$ cat src/rtl/pulse_selector_gen.sv
// rtl/pulse_selector_gen.sv - period tick generator with debounced, tick-committed state selector
module pulse_selector_gen #(
    parameter int DIV        = 25_000_000,
    parameter int DEB_CYCLES = 1_000_000
) (
    input  logic       CLK,
    input  logic       RESET,
    input  logic       EN,
    input  logic [2:0] SW,
    output logic       PULSE,
    output logic [2:0] state_selector,
    output logic       sel_changed,
    output logic       sel_invalid
);

    localparam int CW = $clog2(DIV);
    localparam int DW = $clog2(DEB_CYCLES);
    localparam logic [CW-1:0] CNT_MAX  = CW'(DIV - 1);
    localparam logic [DW-1:0] DCNT_MAX = DW'(DEB_CYCLES - 1);
    localparam logic [2:0]    SEL_MAX  = 3'd5;

    logic [CW-1:0] r_cnt;
    logic          r_pulse;
    logic [2:0]    r_s1;
    logic [2:0]    r_s2;
    logic [2:0]    r_cand;
    logic [DW-1:0] r_dcnt;
    logic [2:0]    r_stable;
    logic [2:0]    r_state_sel;
    logic          r_sel_changed;
    logic          r_sel_invalid;

    logic          w_cnt_wrap;

    assign w_cnt_wrap = (r_cnt == CNT_MAX);

    // Divider: a tick already high still completes its cycle when EN drops.
    always_ff @(posedge CLK) begin
        if (RESET) begin
            r_cnt   <= '0;
            r_pulse <= 1'b0;
        end else if (EN) begin
            if (w_cnt_wrap) begin
                r_cnt   <= '0;
                r_pulse <= 1'b1;
            end else begin
                r_cnt   <= r_cnt + 1'b1;
                r_pulse <= 1'b0;
            end
        end else begin
            r_cnt   <= '0;
            r_pulse <= 1'b0;
        end
    end

    // Synchronizer and debouncer; invalid codes 6/7 flag but never reach r_stable.
    always_ff @(posedge CLK) begin
        if (RESET) begin
            r_s1          <= '0;
            r_s2          <= '0;
            r_cand        <= '0;
            r_dcnt        <= '0;
            r_stable      <= '0;
            r_sel_invalid <= 1'b0;
        end else begin
            r_s1 <= SW;
            r_s2 <= r_s1;
            if (r_s2 != r_cand) begin
                r_cand <= r_s2;
                r_dcnt <= '0;
                if (r_s2 <= SEL_MAX) begin
                    r_sel_invalid <= 1'b0;
                end
            end else if (r_dcnt != DCNT_MAX) begin
                r_dcnt <= r_dcnt + 1'b1;
            end else if (r_cand <= SEL_MAX) begin
                r_stable <= r_cand;
            end else begin
                r_sel_invalid <= 1'b1;
            end
        end
    end

    // Commit on the edge that ends a tick cycle, so downstream PULSE edges see a settled value.
    always_ff @(posedge CLK) begin
        if (RESET) begin
            r_state_sel   <= '0;
            r_sel_changed <= 1'b0;
        end else if (r_pulse) begin
            r_state_sel   <= r_stable;
            r_sel_changed <= (r_stable != r_state_sel);
        end else begin
            r_sel_changed <= 1'b0;
        end
    end

    assign PULSE          = r_pulse;
    assign state_selector = r_state_sel;
    assign sel_changed    = r_sel_changed;
    assign sel_invalid    = r_sel_invalid;

endmodule

$ cat config.mk
export PLATFORM = sky130hd
export DESIGN_NAME = pulse_selector_gen
export DESIGN_NICKNAME = d
export VERILOG_FILES = /design/src/rtl/pulse_selector_gen.sv
export SDC_FILE = /design/constraint.sdc
export NUM_CORES = 1
export LEC_CHECK = 0
export CAP_MARGIN = 5
export CORE_MARGIN = 8
export CORE_UTILIZATION = 40
export DETAILED_ROUTE_END_ITERATION = 8
export PLACE_DENSITY = 0.58
export SLEW_MARGIN = 30
export SYNTH_ARGS = -nofsm -noshare
export SYNTH_HDL_FRONTEND = slang
export SYNTH_SLANG_ARGS = --single-unit
$ cat constraint.sdc
create_clock -name CLK -period 2.2 [get_ports CLK]
set_clock_uncertainty 0.1 [all_clocks]
set_input_delay 0.22 -clock CLK [delete_from_list [all_inputs] [get_ports CLK]]
set_output_delay 0.22 -clock CLK [all_outputs]
set_load 0.01 [all_outputs]
==> impl_summary.txt, run 1 <==
----------------------------------------------------
[Run status]
  Run status ... complete, no violations

[Placed design]
  Placed instance area ... between 3000 and 4000 µm²
  Post-DP HPWL ... 3755 µm
  Worst setup slack after placement ... 0.2199 ns
  Port-buffer cells ... 11
  Placer's final routability congestion estimate ... approximately 0.77

[STA]
  Worst setup slack after layout ... around 0.24 ns
  Final worst path period need ... 1.965 ns
  Sum of negative setup slack ... 0 ns
  Portion of the clock cycle consumed by the worst path in the final layout ... 0.8931
  Number of hold-slack violations in the final timing report ... 0
  Setup repair after global routing missed its margin ... false
  F_max ... 0.5090 GHz
  Final number of max-transition violations ... 0
  Number of endpoints failing setup at the final stage ... 0
  Pin slew with the least headroom to its limit ... 0.3211 ns
  Slew Limit Headroom ... 0.7853

[Worst setup path]
  Arrival time worst endpoint ... between 2 and 2.5 ns
  WS Path Type ... reg -> reg
  Reg2Reg Capture Point ... r_dcnt[4]
  Worst Setup End Kind ... flop
  Register-to-Register Setup Slack ... 0.24 ns
  Critical path data required time ... 2.37 ns
  Maximum net fanout on the critical path ... 6
  Startpoint of the most critical register-to-register path ... r_dcnt[9]
  Count of cells along the worst register-to-register path ... 4
  Critical Path Start Type ... flop

[Power]
  Peak supply drop ... between 0.4 and 0.5 mV
  Static leakage ... 0.001172 µW
  Cell Pwr Density ... 669.5 nW/µm²
  Post-route total power ... about 2200 µW

[Logic synthesis]
  Register area share after synthesis ... 0.4444
  Adder and majority cell fraction of the synthesized area ... 0.008818
  Combinational family with the most area after synthesis ... simple AND/OR/NAND/NOR gates
  Cell type with the highest aggregate area in the netlist ... dfxtp_1
  Top area cells in the synthesized netlist ... dfxtp_1 (44%), xor2_1 (6.5%), a21oi_1 (4.2%), nand4_1 (3.3%), nor2_1 (3.0%)
  Syn_nets ... 320
  XOR/XNOR share of the synthesized area ... 0.07099
  Mapped Cells ... 312
  Total of warnings raised by yosys ... 0
  Post-synth top flop ... dfxtp_1
  Top-area cell type share of the netlist area ... 0.4444
  Number of flops mapped to enable cells by yosys ... 0
  Proportion of synthesized flip-flops having asynchronous set or reset ... 0
  Post-synth cell types ... 46
  Synth Area in Simple Gates ... 0.2932
  Average instance area after synthesis ... 9.095 µm²
  Compound-cell area share of the yosys netlist ... 0.1318
  Cell Area, Synth ... 2838 µm²
  Post-synthesis mux area share ... 0.01411
  Register bit total from synthesis ... 63

[Detailed routing]
  Number of optimization iterations in the first detailed-route pass ... 4
  Number of vias after detailed routing ... 2236
  Average detailed-routed wire length per instance ... 12.36 µm
  Number of remaining DRC errors ... 0
  Via-to-Cell Ratio ... 5.164
  Final WL ... around 5400 µm
  First-iteration detailed-routing DRC count ... 69
  Number of nets with antenna violations after routing ... 0

[Floorplanning]
  # rows ... 30
  Initial standard-cell utilization of the core ... 0.4154
  CORE AREA ... slightly below 7000 µm²
  Die Span X ... 100.2 µm
  Die area ... 10050 µm²
  DIE HEIGHT ... 100.2 µm
  Ports placed on the boundary ... 12

[Clocking]
  Hold buffer count at cts ... 0
  Clk root buf ... clkbuf_8
  Clock Pin Slew Worst Setup and Hold Paths ... about 0.080 ns
  Inserted Clock Buffers ... 9
  Buffer count from post-CTS setup fixing ... 0
  Clk_lat worst skew ... 0.33 ns
  TritonCTS clock tree ... built
  Deepest clock path buffer count ... 2
  Count of cells resized by post-cts repair ... 0
  CTS H-tree lvls ... 3
  Total clock sinks ... between 60 and 70

[Min path]
  Worst Min Path Start ... SW[2]
  Hold/Removal Path Class ... in -> reg
  Hold-critical path depth ... 2
  Hold endpoint ... r_s1[2]

[Finish]
  Synth-to-layout area growth ... 15.61%
  Fillers ... 691
  Net count, final ... 340
  Ant diodes ... 0
  Core utilization of the finished layout ... 0.4802
  Sequential cell area ... 1261 µm²
  Fin area ... 3281 µm²
  Share of post-route cells with drive strength above 1 ... 0.1217
  Area of the multi-input gates ... 1473 µm²

[Global routing]
  Number of antenna violations at the first check in global routing ... 0
  Number of global-route vias before repair ... 2064
  Largest net degree at the start of global routing ... 19
  Total routing resource utilization after global routing ... 0.1143
  Global-route congestion overflow total ... 0
  First-pass GRT wire length ... 9315 µm

[Flow run]
  Max_cap viols ... 0

----------------------------------------------------
sequential cells by signal, indices dropped and copies added, names as in the netlist, 3 cells and up:
| register | cells |
|---|---|
| r_s1 | 3 |
| r_cnt | 25 |
| r_stable | 3 |
| r_dcnt | 20 |
| r_cand | 3 |
| r_s2 | 3 |
| state_selector | 3 |
metal layers:
metal	global-route usage	up-vias	wire length [µm]
met5	0	-	0
met2	0.1697	18	2398
li1	-	1181	-
met3	0.03114	5	142
met4	0.06279	0	75
met1	0.1459	1032	2736
stage by stage:
| stage | std cells | hold slack, ns |
|---|---|---|
| 2_1_floorplan | 312 | 0.2482 |
| 3_3_place_gp | 417 | 0.3171 |
| 3_5_place_dp | 417 | 0.3295 |
| 4_1_cts | 433 | 0.3220 |
| 5_1_grt | 433 | 0.3436 |
| 6_report | 433 | 0.3363 |
how the worst max path moves through the flow:
| stage | from | to | slack [ns] | cells past startpoint |
|---|---|---|---|---|
| floorplan | r_dcnt[7] | r_dcnt[4] | 0.30 | 4 |
| global placement | RESET | r_dcnt[17] | 0.22 | 4 |
| detailed placement | RESET | r_dcnt[17] | 0.22 | 4 |
| CTS | r_dcnt[9] | r_dcnt[4] | 0.23 | 4 |
| global route | r_cnt[0] | r_cnt[22] | 0.13 | 6 |
| finish | r_dcnt[9] | r_dcnt[4] | 0.24 | 4 |
layout by cell type, fill, tap and decap left out, types with 6 or more instances in the layout:
| cell type | count |
|---|---|
| buf_4 | 14 |
| clkbuf_8 | 9 |
| o21ai_0 | 16 |
| xor2_1 | 21 |
| or3_1 | 11 |
| a21oi_1 | 24 |
| nor2b_1 | 10 |
| nor2_1 | 23 |
| nand2_1 | 18 |
| or4_1 | 10 |
| dfxtp_1 | 63 |
| inv_1 | 6 |
| nand3_1 | 17 |
| and2_1 | 7 |
| nand4_1 | 15 |
| clkdlybuf4s50_1 | 11 |
| o31ai_1 | 8 |
synthesized netlist by cell type, types with 2 or more instances:
cell type  count
o21ai_0       16
clkbuf_1       8
and4_2         2
nor2b_1       10
nor2_1        23
inv_1          6
nand3_1       17
xnor2_1        2
ha_1           2
a21boi_0       2
mux2i_1        4
xor2_1        21
buf_2          5
and4_1         3
nand3b_1       2
dfxtp_1       63
a2111o_1       2
o31ai_1        8
and2_1         7
or4_4          2
nand4_1       15
a21oi_1       24
nor3_1         5
or3_1         11
nand2_1       18
buf_6          2
or4_1         10
and3_1         4
worst max-delay path, stage by stage, from the launching register on:
cell and delay (ns):
dfxtp_1 0.41, or4b_4 0.51, or4_4 0.51, o2111ai_2 0.19
mux2i_1 0.19
logic make-up (layout without fill, tap and decap cells):
family                   after synthesis  in the layout
adder cells (fa/ha/maj)                2              2
XOR/XNOR                              23             23
AND/OR/NAND/NOR                      139            139
buffers and inverters                 22             47
AO/OA/AOI/OAI                         59             59
multiplexers                           4              4
flip-flops                            63             63
where the power goes:
group          total [µW]  switching, µW  internal, µW
registers            1160           7.84          1150
clock network         959            440           519
logic                77.9           43.7          34.2
total                2200            491          1710
area by class of cell:
type                       count  share of cell area
clock buffer                  10             0.03890
clock inverter                 6             0.01869
inverter                       6            0.006865
multi-input combinational    227              0.4489
sequential                    63              0.3844
tap                           96             0.03661
timing repair buffer          25             0.06560
Note: power is estimated with default switching activity, not from simulation.
==> run 2: changes to the inputs <==
--- a/config.mk
+++ b/config.mk
@@ -9,6 +9,7 @@
 export CORE_MARGIN = 8
 export CORE_UTILIZATION = 40
 export DETAILED_ROUTE_END_ITERATION = 8
+export HOLD_SLACK_MARGIN = 0.1
 export PLACE_DENSITY = 0.58
 export SLEW_MARGIN = 30
 export SYNTH_ARGS = -nofsm -noshare
==> constraint.sdc (replaced) <==
create_clock -name CLK -period 2.2 [get_ports CLK]
set_clock_uncertainty 0.1 [all_clocks]
set_input_delay 0.55 -clock CLK [delete_from_list [all_inputs] [get_ports CLK]]
set_output_delay 0.55 -clock CLK [all_outputs]
set_load 0.01 [all_outputs]
==> run 2 against run 1 <==
Critical path depth shrank 3; flip-flop and latch count is the same; combinational power grew 9.1%; sequential power is essentially flat; final cell count grew 0.23%; clock-buffer cell count is the same; non-clock buffer count grew 1; maximum frequency shrank 5.5%; worst setup slack lost 0.11 ns; global-route usage grew 0.59 points.
==> impl_summary.txt, run 2 (synthesized netlist as in run 1, its figures left out) <==
----------------------------------------------------
[Detailed routing]
  Via-to-Cell Ratio ... 5.200 (+0.71%)
  Average detailed-routed wire length per instance ... 12.71 µm (+2.8%)
  Number of remaining DRC errors ... 0 (unchanged)
  First-iteration detailed-routing DRC count ... 77 (+12%)
  Final WL ... 5515 µm (+3.0%)
  Number of nets with antenna violations after routing ... 0 (unchanged)
  Number of optimization iterations in the first detailed-route pass ... 4 (unchanged)
  Number of vias after detailed routing ... 2257 (+0.94%)

[Floorplanning]
  Initial standard-cell utilization of the core ... 0.4154 (unchanged)
  CORE AREA ... 6832 µm² (unchanged)
  Ports placed on the boundary ... 12 (unchanged)
  DIE HEIGHT ... 100.2 µm (unchanged)
  Die area ... 10050 µm² (unchanged)
  # rows ... 30 (unchanged)
  Die Span X ... 100.2 µm (unchanged)

[STA]
  Setup repair after global routing missed its margin ... false
  Final number of max-transition violations ... 0 (unchanged)
  Portion of the clock cycle consumed by the worst path in the final layout ... 0.9449 (+0.05180)
  Slew Limit Headroom ... 0.6911 (-0.09419)
  Pin slew with the least headroom to its limit ... 0.4598 ns (+0.1387 ns)
  Final worst path period need ... 2.079 ns (+0.1140 ns)
  F_max ... 0.4811 GHz (-5.5%)
  Number of hold-slack violations in the final timing report ... 0 (unchanged)
  Worst setup slack after layout ... 0.1213 ns (-0.1140 ns)
  Number of endpoints failing setup at the final stage ... 0 (unchanged)

[Placed design]
  Placer's final routability congestion estimate ... 0.7636 (-0.30%)
  Post-DP HPWL ... 3815 µm (+1.6%)
  Worst setup slack after placement ... -0.1594 ns (-0.3793 ns)
  Instance count after placement with tap cells included ... 418 (+0.24%)
  Port-buffer cells ... 11 (unchanged)

[Finish]
  Post-Layout Cell Count ... 434 (+0.23%)
  Net count, final ... 341 (+0.29%)
  Synth-to-layout area growth ... 16.36%
  Share of post-route cells with drive strength above 1 ... 0.1272 (+0.005557)
  Register ranked first by flip-flop count ... r_cnt
  Most frequent cells in the layout ... dfxtp_1 (63), a21oi_1 (24), nor2_1 (23), xor2_1 (21), nand2_1 (18)
  Fillers ... 682 (-1.3%)
  Max FFs per register ... 25 (unchanged)
  Ant diodes ... 0 (unchanged)
  Leading registers by flop count ... r_cnt: 25 flops, r_dcnt: 20 flops
  Most common library cell in the layout ignoring fill and taps ... dfxtp_1

[Clocking]
  Inserted Clock Buffers ... 9 (unchanged)
  Deepest clock path buffer count ... 2 (unchanged)
  Hold buffer count at cts ... 0 (unchanged)
  Count of cells resized by post-cts repair ... 0 (unchanged)
  Clk_lat worst skew ... 0.35 ns (+0.02 ns)
  Total clock sinks ... 63 (unchanged)
  Buffer count from post-CTS setup fixing ... 0 (unchanged)
  TritonCTS clock tree ... built
  Clock Pin Slew Worst Setup and Hold Paths ... 0.08 ns (about the same)
  CTS H-tree lvls ... 3 (unchanged)
  Clk root buf ... clkbuf_8

[Worst setup path]
  Maximum net fanout on the critical path ... 5 (-1)
  Count of cells along the worst register-to-register path ... 4 (unchanged)
  Critical Path Max Stage Delay ... 0.60 ns (+0.09 ns)
  Kind of cell adding the most delay to the critical path ... buffers and inverters
  WS Path Type ... reg -> out
  Library cell contributing the largest single delay on the critical path ... clkdlybuf4s50_1
  Critical Path Start Type ... flop
  Critical path data required time ... 1.55 ns (-0.82 ns)
  Reg2Reg Capture Point ... r_dcnt[4]
  Number of buffers and inverters on the critical path ... 1 (+1)
  CP cell instances ... clkdlybuf4s50_1
  Arrival time worst endpoint ... 1.43 ns (-0.70 ns)
  Worst Setup End Kind ... output port
  Register-to-Register Setup Slack ... 0.21 ns (-0.03 ns)
  Startpoint of the most critical register-to-register path ... r_dcnt[9]

[Run status]
  Run status ... complete, no violations

[Global routing]
  Total routing resource utilization after global routing ... 0.1202 (+0.005874)
  Number of antenna violations at the first check in global routing ... 0 (unchanged)
  First-pass GRT wire length ... 9839 µm (+5.6%)
  Largest net degree at the start of global routing ... 19 (unchanged)
  Global-route congestion overflow total ... 0 (unchanged)
  Number of global-route vias before repair ... 2188 (+6.0%)

[Power]
  Static leakage ... 0.001178 µW (+0.47%)
  Peak supply drop ... 0.4384 mV (+7.3%)
  Cell Pwr Density ... 667.0 nW/µm² (-0.39%)

[Min path]
  Hold endpoint ... r_s2[1]
  Worst Min Path Start ... r_s1[1]
  Hold-critical path depth ... 1 (-1)
  Hold/Removal Path Class ... reg -> reg

[Flow run]
  Max_cap viols ... 0 (unchanged)

----------------------------------------------------
## run 2: changes by cell type in the layout (fill, tap and decap cells not counted), sizes merged
cell      before  now
bufinv         1    0
clkinvlp       1    2
clkinv         4    1
inv            6    9
buf           14   15
## run 2: worst max path at each step
stage / cells after the start / from / slack [ns] / end
final: 1 / PULSE / 0.12 / PULSE
after global routing: 1 / PULSE / 0.07 / PULSE
after CTS: 1 / PULSE / 0.09 / PULSE
after detailed placement: 4 / RESET / -0.16 / r_dcnt[17]
after global placement: 4 / RESET / -0.15 / r_dcnt[17]
after floorplan: 5 / RESET / 0.09 / r_dcnt[17]
## run 2: final cells by class
class                   count  area (µm²)  area share
clock buffers              10       137.6     0.04168
multi-input cells         227        1473      0.4460
flip-flops and latches     63        1261      0.3820
repair buffers             26       235.2     0.07124
well taps                  96       120.1     0.03638
inverters                   6       22.52    0.006821
clock inverters             6       52.55     0.01592
## run 2: per-layer routing
metal  vias up  part of all wire  track usage
met4         0             0.020      0.07209
li1       1175                 -            -
met2        20              0.44       0.1841
met5         -                 0            0
met3        10             0.028      0.03114
met1      1052              0.51       0.1478
## run 2: report_power, final
| part | total [µW] | switching [µW] | internal, µW |
|---|---|---|---|
| Combinational | 85.0 | 46.1 | 38.9 |
| Sequential | 1160 | 8.15 | 1150 |
| Clock | 958 | 501 | 456 |
| Total | 2200 | 555 | 1650 |
## run 2: metrics by stage
step,utilization,setup TNS [ns],hold slack [ns],total power [µW],area (µm²)
3_5_place_dp,0.4555,-0.1687,0.3253,1272,3112
5_1_grt,0.4833,0,0.3678,2291,3302
4_1_cts,0.4833,0,0.3456,2235,3302
6_report,0.4833,0,0.3413,2202,3302
3_3_place_gp,0.4555,-0.1463,0.3167,1270,3112
2_1_floorplan,-,0,0.3138,1234,2838
